$ cat src/rtl/codec_pkg.sv
// Shared constants for the I2S codec-side serial link.
//   DATA_W_DEFAULT : default sample width per channel
//   I2S_DELAY      : slot bit index of the first data bit (one-bit delay)
//   LEFT / RIGHT   : LRCLK level for each channel
package codec_pkg;

    localparam int unsigned DATA_W_DEFAULT = 24;
    localparam int unsigned I2S_DELAY      = 1;

    localparam logic LEFT  = 1'b0;
    localparam logic RIGHT = 1'b1;

endpackage

$ cat src/rtl/codec_serial_slave_sync_edge.sv
// Two-flop synchronizer with single-cycle rise/fall strobes taken against a
// third flop. Used for the asynchronous serial-link inputs.
//   clk, rst : system clock, synchronous active-high reset
//   d_i      : asynchronous input
//   q_o      : synchronized level
//   rise_o   : one-clk strobe on a synchronized 0->1 transition
//   fall_o   : one-clk strobe on a synchronized 1->0 transition
module sync_edge (
    input  logic clk,
    input  logic rst,
    input  logic d_i,
    output logic q_o,
    output logic rise_o,
    output logic fall_o
);

    logic meta_q;
    logic sync_q;
    logic prev_q;

    always_ff @(posedge clk) begin
        if (rst) begin
            meta_q <= 1'b0;
            sync_q <= 1'b0;
            prev_q <= 1'b0;
        end else begin
            meta_q <= d_i;
            sync_q <= meta_q;
            prev_q <= sync_q;
        end
    end

    assign q_o    = sync_q;
    assign rise_o = sync_q & ~prev_q;
    assign fall_o = ~sync_q & prev_q;

endmodule

$ cat src/rtl/codec_serial_slave.sv
// Codec-side (slave) endpoint of an I2S link. SCLK/LRCLK/RSTn come from the
// master; ADC samples are shifted out on SDout, DAC samples on SDin are
// collected into parallel stereo words.
//   clk, rst          : system clock, synchronous active-high reset
//   RSTn              : link enable from master (low = idle)
//   SCLK, LRCLK, SDin : serial link inputs, asynchronous to clk
//   SDout             : ADC serial data to master
//   adc_lft, adc_rht  : ADC pair to transmit; adc_req pulses when captured
//   dac_lft, dac_rht  : last complete DAC pair; dac_valid pulses on update
module codec_serial_slave
    import codec_pkg::*;
#(
    parameter int unsigned DATA_W   = DATA_W_DEFAULT,
    parameter int unsigned SLOT_MAX = 32
) (
    input  logic              clk,
    input  logic              rst,
    input  logic              RSTn,
    input  logic              SCLK,
    input  logic              LRCLK,
    input  logic              SDin,
    output logic              SDout,
    input  logic [DATA_W-1:0] adc_lft,
    input  logic [DATA_W-1:0] adc_rht,
    output logic              adc_req,
    output logic [DATA_W-1:0] dac_lft,
    output logic [DATA_W-1:0] dac_rht,
    output logic              dac_valid
);

    localparam int unsigned      CNT_W     = $clog2(SLOT_MAX);
    localparam logic [CNT_W-1:0] CNT_SAT   = CNT_W'(SLOT_MAX - 1);
    localparam logic [CNT_W-1:0] BIT_FIRST = CNT_W'(I2S_DELAY);
    localparam logic [CNT_W-1:0] BIT_LAST  = CNT_W'(DATA_W + I2S_DELAY - 1);

    logic sclk_lvl_unused, sclk_rise, sclk_fall;
    logic lr_s, lr_rise_unused, lr_fall_unused;
    logic sd_s, sd_rise_unused, sd_fall_unused;

    sync_edge u_sync_sclk (
        .clk(clk), .rst(rst), .d_i(SCLK),
        .q_o(sclk_lvl_unused), .rise_o(sclk_rise), .fall_o(sclk_fall)
    );
    sync_edge u_sync_lrclk (
        .clk(clk), .rst(rst), .d_i(LRCLK),
        .q_o(lr_s), .rise_o(lr_rise_unused), .fall_o(lr_fall_unused)
    );
    sync_edge u_sync_sdin (
        .clk(clk), .rst(rst), .d_i(SDin),
        .q_o(sd_s), .rise_o(sd_rise_unused), .fall_o(sd_fall_unused)
    );

    // RSTn is also asynchronous to clk.
    logic rstn_meta_q, rstn_q;

    logic              lr_prev_q,  lr_prev_d;
    logic [CNT_W-1:0]  cnt_q,      cnt_d;
    logic              armed_q,    armed_d;    // a left start has been seen
    logic              chan_q,     chan_d;
    logic [DATA_W-1:0] tx_shift_q, tx_shift_d;
    logic [DATA_W-1:0] hold_r_q,   hold_r_d;
    logic              adc_req_q,  adc_req_d;
    logic              sdout_q,    sdout_d;
    logic [DATA_W-1:0] rx_shift_q, rx_shift_d;
    logic [DATA_W-1:0] rx_left_q,  rx_left_d;
    logic              left_ok_q,  left_ok_d;  // full left word captured
    logic [DATA_W-1:0] dac_l_q,    dac_l_d;
    logic [DATA_W-1:0] dac_r_q,    dac_r_d;
    logic              dac_vld_q,  dac_vld_d;

    always_comb begin
        lr_prev_d  = lr_prev_q;
        cnt_d      = cnt_q;
        armed_d    = armed_q;
        chan_d     = chan_q;
        tx_shift_d = tx_shift_q;
        hold_r_d   = hold_r_q;
        adc_req_d  = 1'b0;
        sdout_d    = sdout_q;
        rx_shift_d = rx_shift_q;
        rx_left_d  = rx_left_q;
        left_ok_d  = left_ok_q;
        dac_l_d    = dac_l_q;
        dac_r_d    = dac_r_q;
        dac_vld_d  = 1'b0;

        if (!rstn_q) begin
            // Link idle: behaves like rst except the DAC outputs hold.
            lr_prev_d  = 1'b0;
            cnt_d      = '0;
            armed_d    = 1'b0;
            chan_d     = LEFT;
            tx_shift_d = '0;
            hold_r_d   = '0;
            sdout_d    = 1'b0;
            rx_shift_d = '0;
            rx_left_d  = '0;
            left_ok_d  = 1'b0;
        end else begin
            if (sclk_fall) begin
                lr_prev_d = lr_s;
                if (lr_s != lr_prev_q) begin
                    cnt_d   = '0;
                    sdout_d = 1'b0;
                    if (lr_s == LEFT) begin
                        // Only the right word needs holding: the left word
                        // goes straight into the shifter on this same clk.
                        armed_d    = 1'b1;
                        chan_d     = LEFT;
                        hold_r_d   = adc_rht;
                        tx_shift_d = adc_lft;
                        adc_req_d  = 1'b1;
                        left_ok_d  = 1'b0;
                    end else if (armed_q) begin
                        chan_d     = RIGHT;
                        tx_shift_d = hold_r_q;
                    end
                end else begin
                    cnt_d = (cnt_q == CNT_SAT) ? cnt_q : cnt_q + 1'b1;
                    if (armed_q && cnt_d >= BIT_FIRST && cnt_d <= BIT_LAST) begin
                        sdout_d    = tx_shift_q[DATA_W-1];
                        tx_shift_d = {tx_shift_q[DATA_W-2:0], 1'b0};
                    end else begin
                        sdout_d = 1'b0;
                    end
                end
            end

            if (sclk_rise && armed_q && cnt_q >= BIT_FIRST && cnt_q <= BIT_LAST) begin
                rx_shift_d = {rx_shift_q[DATA_W-2:0], sd_s};
                if (cnt_q == BIT_LAST) begin
                    if (chan_q == LEFT) begin
                        rx_left_d = rx_shift_d;
                        left_ok_d = 1'b1;
                    end else if (left_ok_q) begin
                        dac_l_d   = rx_left_q;
                        dac_r_d   = rx_shift_d;
                        dac_vld_d = 1'b1;
                        left_ok_d = 1'b0;
                    end
                end
            end
        end
    end

    always_ff @(posedge clk) begin
        if (rst) begin
            rstn_meta_q <= 1'b0;
            rstn_q      <= 1'b0;
            lr_prev_q   <= 1'b0;
            cnt_q       <= '0;
            armed_q     <= 1'b0;
            chan_q      <= LEFT;
            tx_shift_q  <= '0;
            hold_r_q    <= '0;
            adc_req_q   <= 1'b0;
            sdout_q     <= 1'b0;
            rx_shift_q  <= '0;
            rx_left_q   <= '0;
            left_ok_q   <= 1'b0;
            dac_l_q     <= '0;
            dac_r_q     <= '0;
            dac_vld_q   <= 1'b0;
        end else begin
            rstn_meta_q <= RSTn;
            rstn_q      <= rstn_meta_q;
            lr_prev_q   <= lr_prev_d;
            cnt_q       <= cnt_d;
            armed_q     <= armed_d;
            chan_q      <= chan_d;
            tx_shift_q  <= tx_shift_d;
            hold_r_q    <= hold_r_d;
            adc_req_q   <= adc_req_d;
            sdout_q     <= sdout_d;
            rx_shift_q  <= rx_shift_d;
            rx_left_q   <= rx_left_d;
            left_ok_q   <= left_ok_d;
            dac_l_q     <= dac_l_d;
            dac_r_q     <= dac_r_d;
            dac_vld_q   <= dac_vld_d;
        end
    end

    assign SDout     = sdout_q;
    assign adc_req   = adc_req_q;
    assign dac_lft   = dac_l_q;
    assign dac_rht   = dac_r_q;
    assign dac_valid = dac_vld_q;

endmodule

$ cat config.mk
export PLATFORM = sky130hd
export DESIGN_NAME = codec_serial_slave
export DESIGN_NICKNAME = d
export VERILOG_FILES = /design/src/rtl/codec_pkg.sv /design/src/rtl/codec_serial_slave_sync_edge.sv /design/src/rtl/codec_serial_slave.sv
export SDC_FILE = /design/constraint.sdc
export NUM_CORES = 1
export LEC_CHECK = 0
export CAP_MARGIN = 5
export CORE_ASPECT_RATIO = 1.2
export CORE_UTILIZATION = 35
export DETAILED_ROUTE_END_ITERATION = 8
export GPL_TIMING_DRIVEN = 0
export PLACE_DENSITY_LB_ADDON = 0.15
export SLEW_MARGIN = 20
export SYNTH_ARGS = -nofsm -noshare
export SYNTH_HDL_FRONTEND = slang
export SYNTH_SLANG_ARGS = --single-unit
$ cat constraint.sdc
create_clock -name clk -period 2.8 [get_ports clk]
set_clock_uncertainty 0.1 [all_clocks]
set_input_delay 0.56 -clock clk [delete_from_list [all_inputs] [get_ports clk]]
set_output_delay 0.56 -clock clk [all_outputs]
set_load 0.05 [all_outputs]
# Word-level counts from Yosys, hierarchy flattened
# Index checks and enable logic that the tools add are counted.
# totals
register_bits	164
input_bits	54
output_inout_bits	51
word_cells	77
# classes
n_addsub	1
order_cmp	4
eq_ne	5
n_mux	19
n_bitwise	11
reduce_logical	14
# op_table
operator	count
two-way mux 24 bit	4
two-way mux 1 bit	13
AND reduction 3 bit	4
equality test 5 bit, second input constant	2
greater-or-equal comparator 5 x 1 -> 1 bit, second input constant	2
<= comparator 5 bit, second input constant	2
two-way mux 5 bit	2
NOT 1 bit	9
adder 5 x 1 -> 5 bit, second input constant	1
logical AND 1 bit	5
AND reduction 5 bit	1
OR reduction 5 bit	1
OR reduction 4 bit	1
inequality test 3 bit, second input constant	1
bitwise AND 1 bit	2
inequality test 2 bit, second input constant	1
nonzero test 2 bit	1
OR reduction 2 bit	1
inequality test 1 bit	1

# Logic depth before layout (Yosys ltp)
# depth
ltp_word	7
depth_mapped	10

# By module
# A second synthesis with hierarchy kept.
# unflattened
hier_cells	823
area_unflattened_um2	6741.5
# by_module_without_submodules
module	n_inst	cells_per_inst	area_per_inst_um2	seq_area_each_um2
codec_serial_slave	1	799	6467.5	3143.0
sync_edge	3	8	91.3	60.1

# Worst setup path after synthesis
# OpenSTA, ideal clock, no wires.
# synth_path
kind	register to register
start	register cnt_q[0]
end	register tx_shift_q[0]
arrival_time_ns	1.811
path_slack_ns	0.818
path_stages_with_launch	9
path_buffers	1
path_cell_list	dfxtp_1 -> inv_1 -> ha_1 -> nand2b_1 -> nor3_1 -> a21oi_1 -> a22oi_4 -> buf_4 -> mux2i_1
# synth_via
elab_chain_cells	7
# synth_lines
element	line	text
start: declaration	codec_serial_slave.sv:57	logic [CNT_W-1:0] cnt_q, cnt_d;
start signal: assignment	codec_serial_slave.sv:168	cnt_q <= cnt_d;
adder 5 x 1 -> 5 bit / equality test 5 bit (equally long branches)	codec_serial_slave.sv:119	cnt_d = (cnt_q == CNT_SAT) ? cnt_q : cnt_q + 1'b1;
two-way mux 5 bit *	codec_serial_slave.sv:119	
greater-or-equal comparator 5 x 1 -> 1 bit	codec_serial_slave.sv:120	if (armed_q && cnt_d >= BIT_FIRST && cnt_d <= BIT_LAST) begin
logical AND 1 bit	codec_serial_slave.sv:120	
logical AND 1 bit *	codec_serial_slave.sv:120	
nonzero test 2 bit (no line) *	--	
AND reduction 3 bit (no line) *	--	
end signal: assignment	codec_serial_slave.sv:171	tx_shift_q <= tx_shift_d;
end: declaration	codec_serial_slave.sv:60	logic [DATA_W-1:0] tx_shift_q, tx_shift_d;
# Every way passes the cells marked *; elsewhere a longest branch is shown, timed or not.
# A chain may end at the register's enable or synchronous reset.

# Worst setup path in the final report
# layout_path
start	register u_sync_lrclk.sync_q (netlist: u_sync_lrclk.q_o)
end	register left_ok_q
# layout_via
elab_chain_cells	7
# layout_lines
element	line	text
start: declaration	codec_serial_slave_sync_edge.sv:18	logic sync_q;
start signal: assignment	codec_serial_slave_sync_edge.sv:28	sync_q <= meta_q;
two-way mux 1 bit / inequality test 1 bit (equally long branches)	codec_serial_slave.sv:105, codec_serial_slave.sv:102	
two-way mux 1 bit *	codec_serial_slave.sv:102	if (lr_s != lr_prev_q) begin
two-way mux 1 bit *	codec_serial_slave.sv:100	if (sclk_fall) begin
two-way mux 1 bit	codec_serial_slave.sv:135	end else if (left_ok_q) begin
two-way mux 1 bit	codec_serial_slave.sv:132	if (chan_q == LEFT) begin
two-way mux 1 bit	codec_serial_slave.sv:131	if (cnt_q == BIT_LAST) begin
two-way mux 1 bit *	codec_serial_slave.sv:129	if (sclk_rise && armed_q && cnt_q >= BIT_FIRST && cnt_q <= BIT_LAST) begin
end signal: assignment	codec_serial_slave.sv:177	left_ok_q <= left_ok_d;
end: declaration	codec_serial_slave.sv:66	logic left_ok_q, left_ok_d;
# Marks and branches as above.

==> run summary <==
Die area - 19,000 um^2
Drt total wl - 15,800 um
CTS tree - yes
Fin. Hold Viols - 0
Pleak - 2.93 nW
Outcome - finished, violations left
Dpl cell area - 7770 um^2
Unique cell type count in the Yosys netlist - 39
Dpl cells - 1,087
Avg Cell Area, Syn - 8.50 um^2
DIE HEIGHT - 151 um
Sequential fraction of the synthesis area - 50.8%
Grt total ovfl - 0
CTS max path bufs - 2
# diodes - 0
Max Slew Vio Count - 0
Initial antenna violation count - 0
Global-route wire length before repair - 26,500 um
Vias after detailed routing - 5,357
Ys flop type - dfxtp_1
Syn-to-layout area delta - 29.9%
Largest net degree at the start of global routing - 17
RSZ-0062 raised after global routing - false
CTS Buf Count - 17
Startpoint types - flip-flop
Crit-path max FO - 10
Root buf cell - clkbuf_16
Least-Margin Pin Slew - 0.953 ns
IO Port Bufs - 103
Failing checks - design-rule violations
PD cells - 586 nW/um^2
Clk slew on worst S/H paths - 0.06 ns
Num rows - 54
Sequential share of power - 47.6%
Non-filler cells, final - 1,119
Most numerous cell in the Yosys netlist - nand2_1
Clk Latency, worst-skew pair - 0.43 ns
Peak supply drop - 0.000401 V
Crit path kind - reg -> reg
Critical path startpoint - u_sync_lrclk.q_o
R2r startpoint - u_sync_lrclk.q_o
DP Wirelength - 11,300 um
Final worst path period need - 2.52 ns
1st-iter DRT viols - 282
DRT antenna net count - 0
FFs w/ async S/R, synth - 0%
Arr. time, crit path - 2.78 ns
Slew HR - 36.4%
Cell taking the most area after synthesis - dfxtp_1
Min-Delay Path Depth - 1
Post-CTS sizing - 0
Mapped Nets - 817
Clock network fraction of design power - 49.6%
Vias in the first global route - 5,209
Top post-synthesis cells by count - nand2_1, dfxtp_1, a21oi_1
Worst reg2reg path depth - 7
Top post-synthesis cells by area - dfxtp_1, nand2_1, a21oi_1
Synthesis-stage register bit count - 164
Synthesized instance count - 760
# IOs - 105
GRT Resource Usage Total - 17.8%
Switch Pwr - 1.03 mW
Hold crit path type - reg -> reg
CORE AREA - 18,100 um^2
Total power - 4.92 mW
Gp weighted congestion - 0.777
Vias per cell - 4.79
CTS Hold Bufs - 0
Fraction of layout instances using a drive strength above 1 - 8.04%
Ys Warns - 0
Final setup viols - 0
Tcrit/Tclk final - 89.9%
Initial Utilization - 35.7%
Min-delay src - u_sync_sdin.meta_q
Worst Path Required - 3.06 ns
MaxCap Viol Count - 0
Pre-antenna DRT Iters - 6
Final core utilization - 46.3%
Sw Ratio - 20.9%
# fillers - 1,837
Internal - 3.89 mW
Gate power share - 2.8%
Fmax - 0.397 GHz
Mapped Area - 6460 um^2
Post-synth EDFFs - 0
Synth top area share - 50.8%
Drt wl/cell - 14.1 um
Post-route cell area - 8390 um^2
# DRC - 1
Nets@finish - 939
Htree depth - 4
Fin Setup TNS - 0 ns
Die Wd - 126 um
Clock sink count - 164
Crit. End Element - flip-flop
Post CTS Setup Buffer Count - 0
==> flip-flops by register name, summed over array words and instances, names as in the netlist, 5 cells and up <==
name	count
dac_rht	24
rx_shift_q	23
tx_shift_q	24
cnt_q	5
rx_left_q	24
hold_r_q	24
dac_lft	24
==> logic make-up after synthesis <==
group | count (synthesis) | synth area share, %
compound gates | 165 | 15.7
xor+xnor | 1 | 0.136
fa+ha+maj | 3 | 0.581
buf+inv | 59 | 4.18
flops | 164 | 50.8
mux | 55 | 8.81
simple gates | 313 | 19.8
==> final timing paths <==
check | endpoint | slack (ns)
worst max-delay path | left_ok_q | 0.28
worst min-delay path | u_sync_sdin.q_o | 0.34
worst max register to register | left_ok_q | 0.28
worst min register to register | u_sync_sdin.q_o | 0.34
==> cell usage in the layout (no fill, tap or decap), types with 2 or more instances in the layout <==
cell and n:
a21o_1 2, a21oi_1 107, a22o_1 25, a22oi_1 9, and2_1 2, and3_1 3
buf_1 3, buf_2 15, buf_4 4, buf_6 2, bufinv_16 3, clkbuf_1 34
clkbuf_16 17, clkbuf_8 3, clkdlybuf4s50_1 103, clkinv_2 2, clkinv_4 2, clkinvlp_4 3
dfxtp_1 164, ha_1 3, inv_1 2, mux2_2 15, mux2i_1 40, nand2_1 264
nand2b_1 6, nand3_1 4, nor2_1 8, nor2b_1 14, nor3_1 4, o211ai_1 15
==> per-layer routing <==
layer | wire, um | track usage, % | share of wire [%] | vias up
met5 | 0 | 0 | 0 | -
met3 | 681 | 4.52 | 4.3 | 14
met2 | 7840 | 31.0 | 50 | 122
met1 | 7090 | 21.5 | 45 | 2427
met4 | 184 | 5.78 | 1.2 | 0
li1 | - | - | - | 2794
==> per-stage QoR <==
stage,hold WS (ns),setup WS (ns)
after floorplan,0.314,0.818
after global placement,0.319,0.194
after detailed placement,0.327,0.183
after CTS,0.341,0.291
after global routing,0.357,0.102
final,0.341,0.282
==> power by group through the flow <==
stage	clock, mW	sequential, mW	combinational (mW)
finish	2.44	2.34	0.139
CTS	2.49	2.34	0.142
global placement	0	2.39	0.141
floorplan	0	2.39	0.0448
detailed placement	0	2.39	0.141
global route	2.62	2.34	0.152
==> worst max-delay path, stage by stage (launching register included) <==
cell	delay (ns)
dfxtp_1	0.31
clkbuf_1	0.31
nor2b_1	0.08
clkbuf_1	0.26
a21oi_1	0.83
buf_2	0.40
nand3_1	0.10
o21ai_1	0.07
==> area by class of cell <==
| class | instances | area, um^2 | area share (%) |
|---|---|---|---|
| sequential | 164 | 3280 | 39.1 |
| multi-input combinational | 537 | 2910 | 34.7 |
| timing repair buffer | 103 | 1030 | 12.3 |
| clock buffer | 21 | 470 | 5.61 |
| tap | 224 | 280 | 3.34 |
| buffer | 57 | 263 | 3.13 |
| clock inverter | 11 | 149 | 1.77 |
| inverter | 2 | 7.51 | 0.0895 |
(Power assumes the default switching activity.)
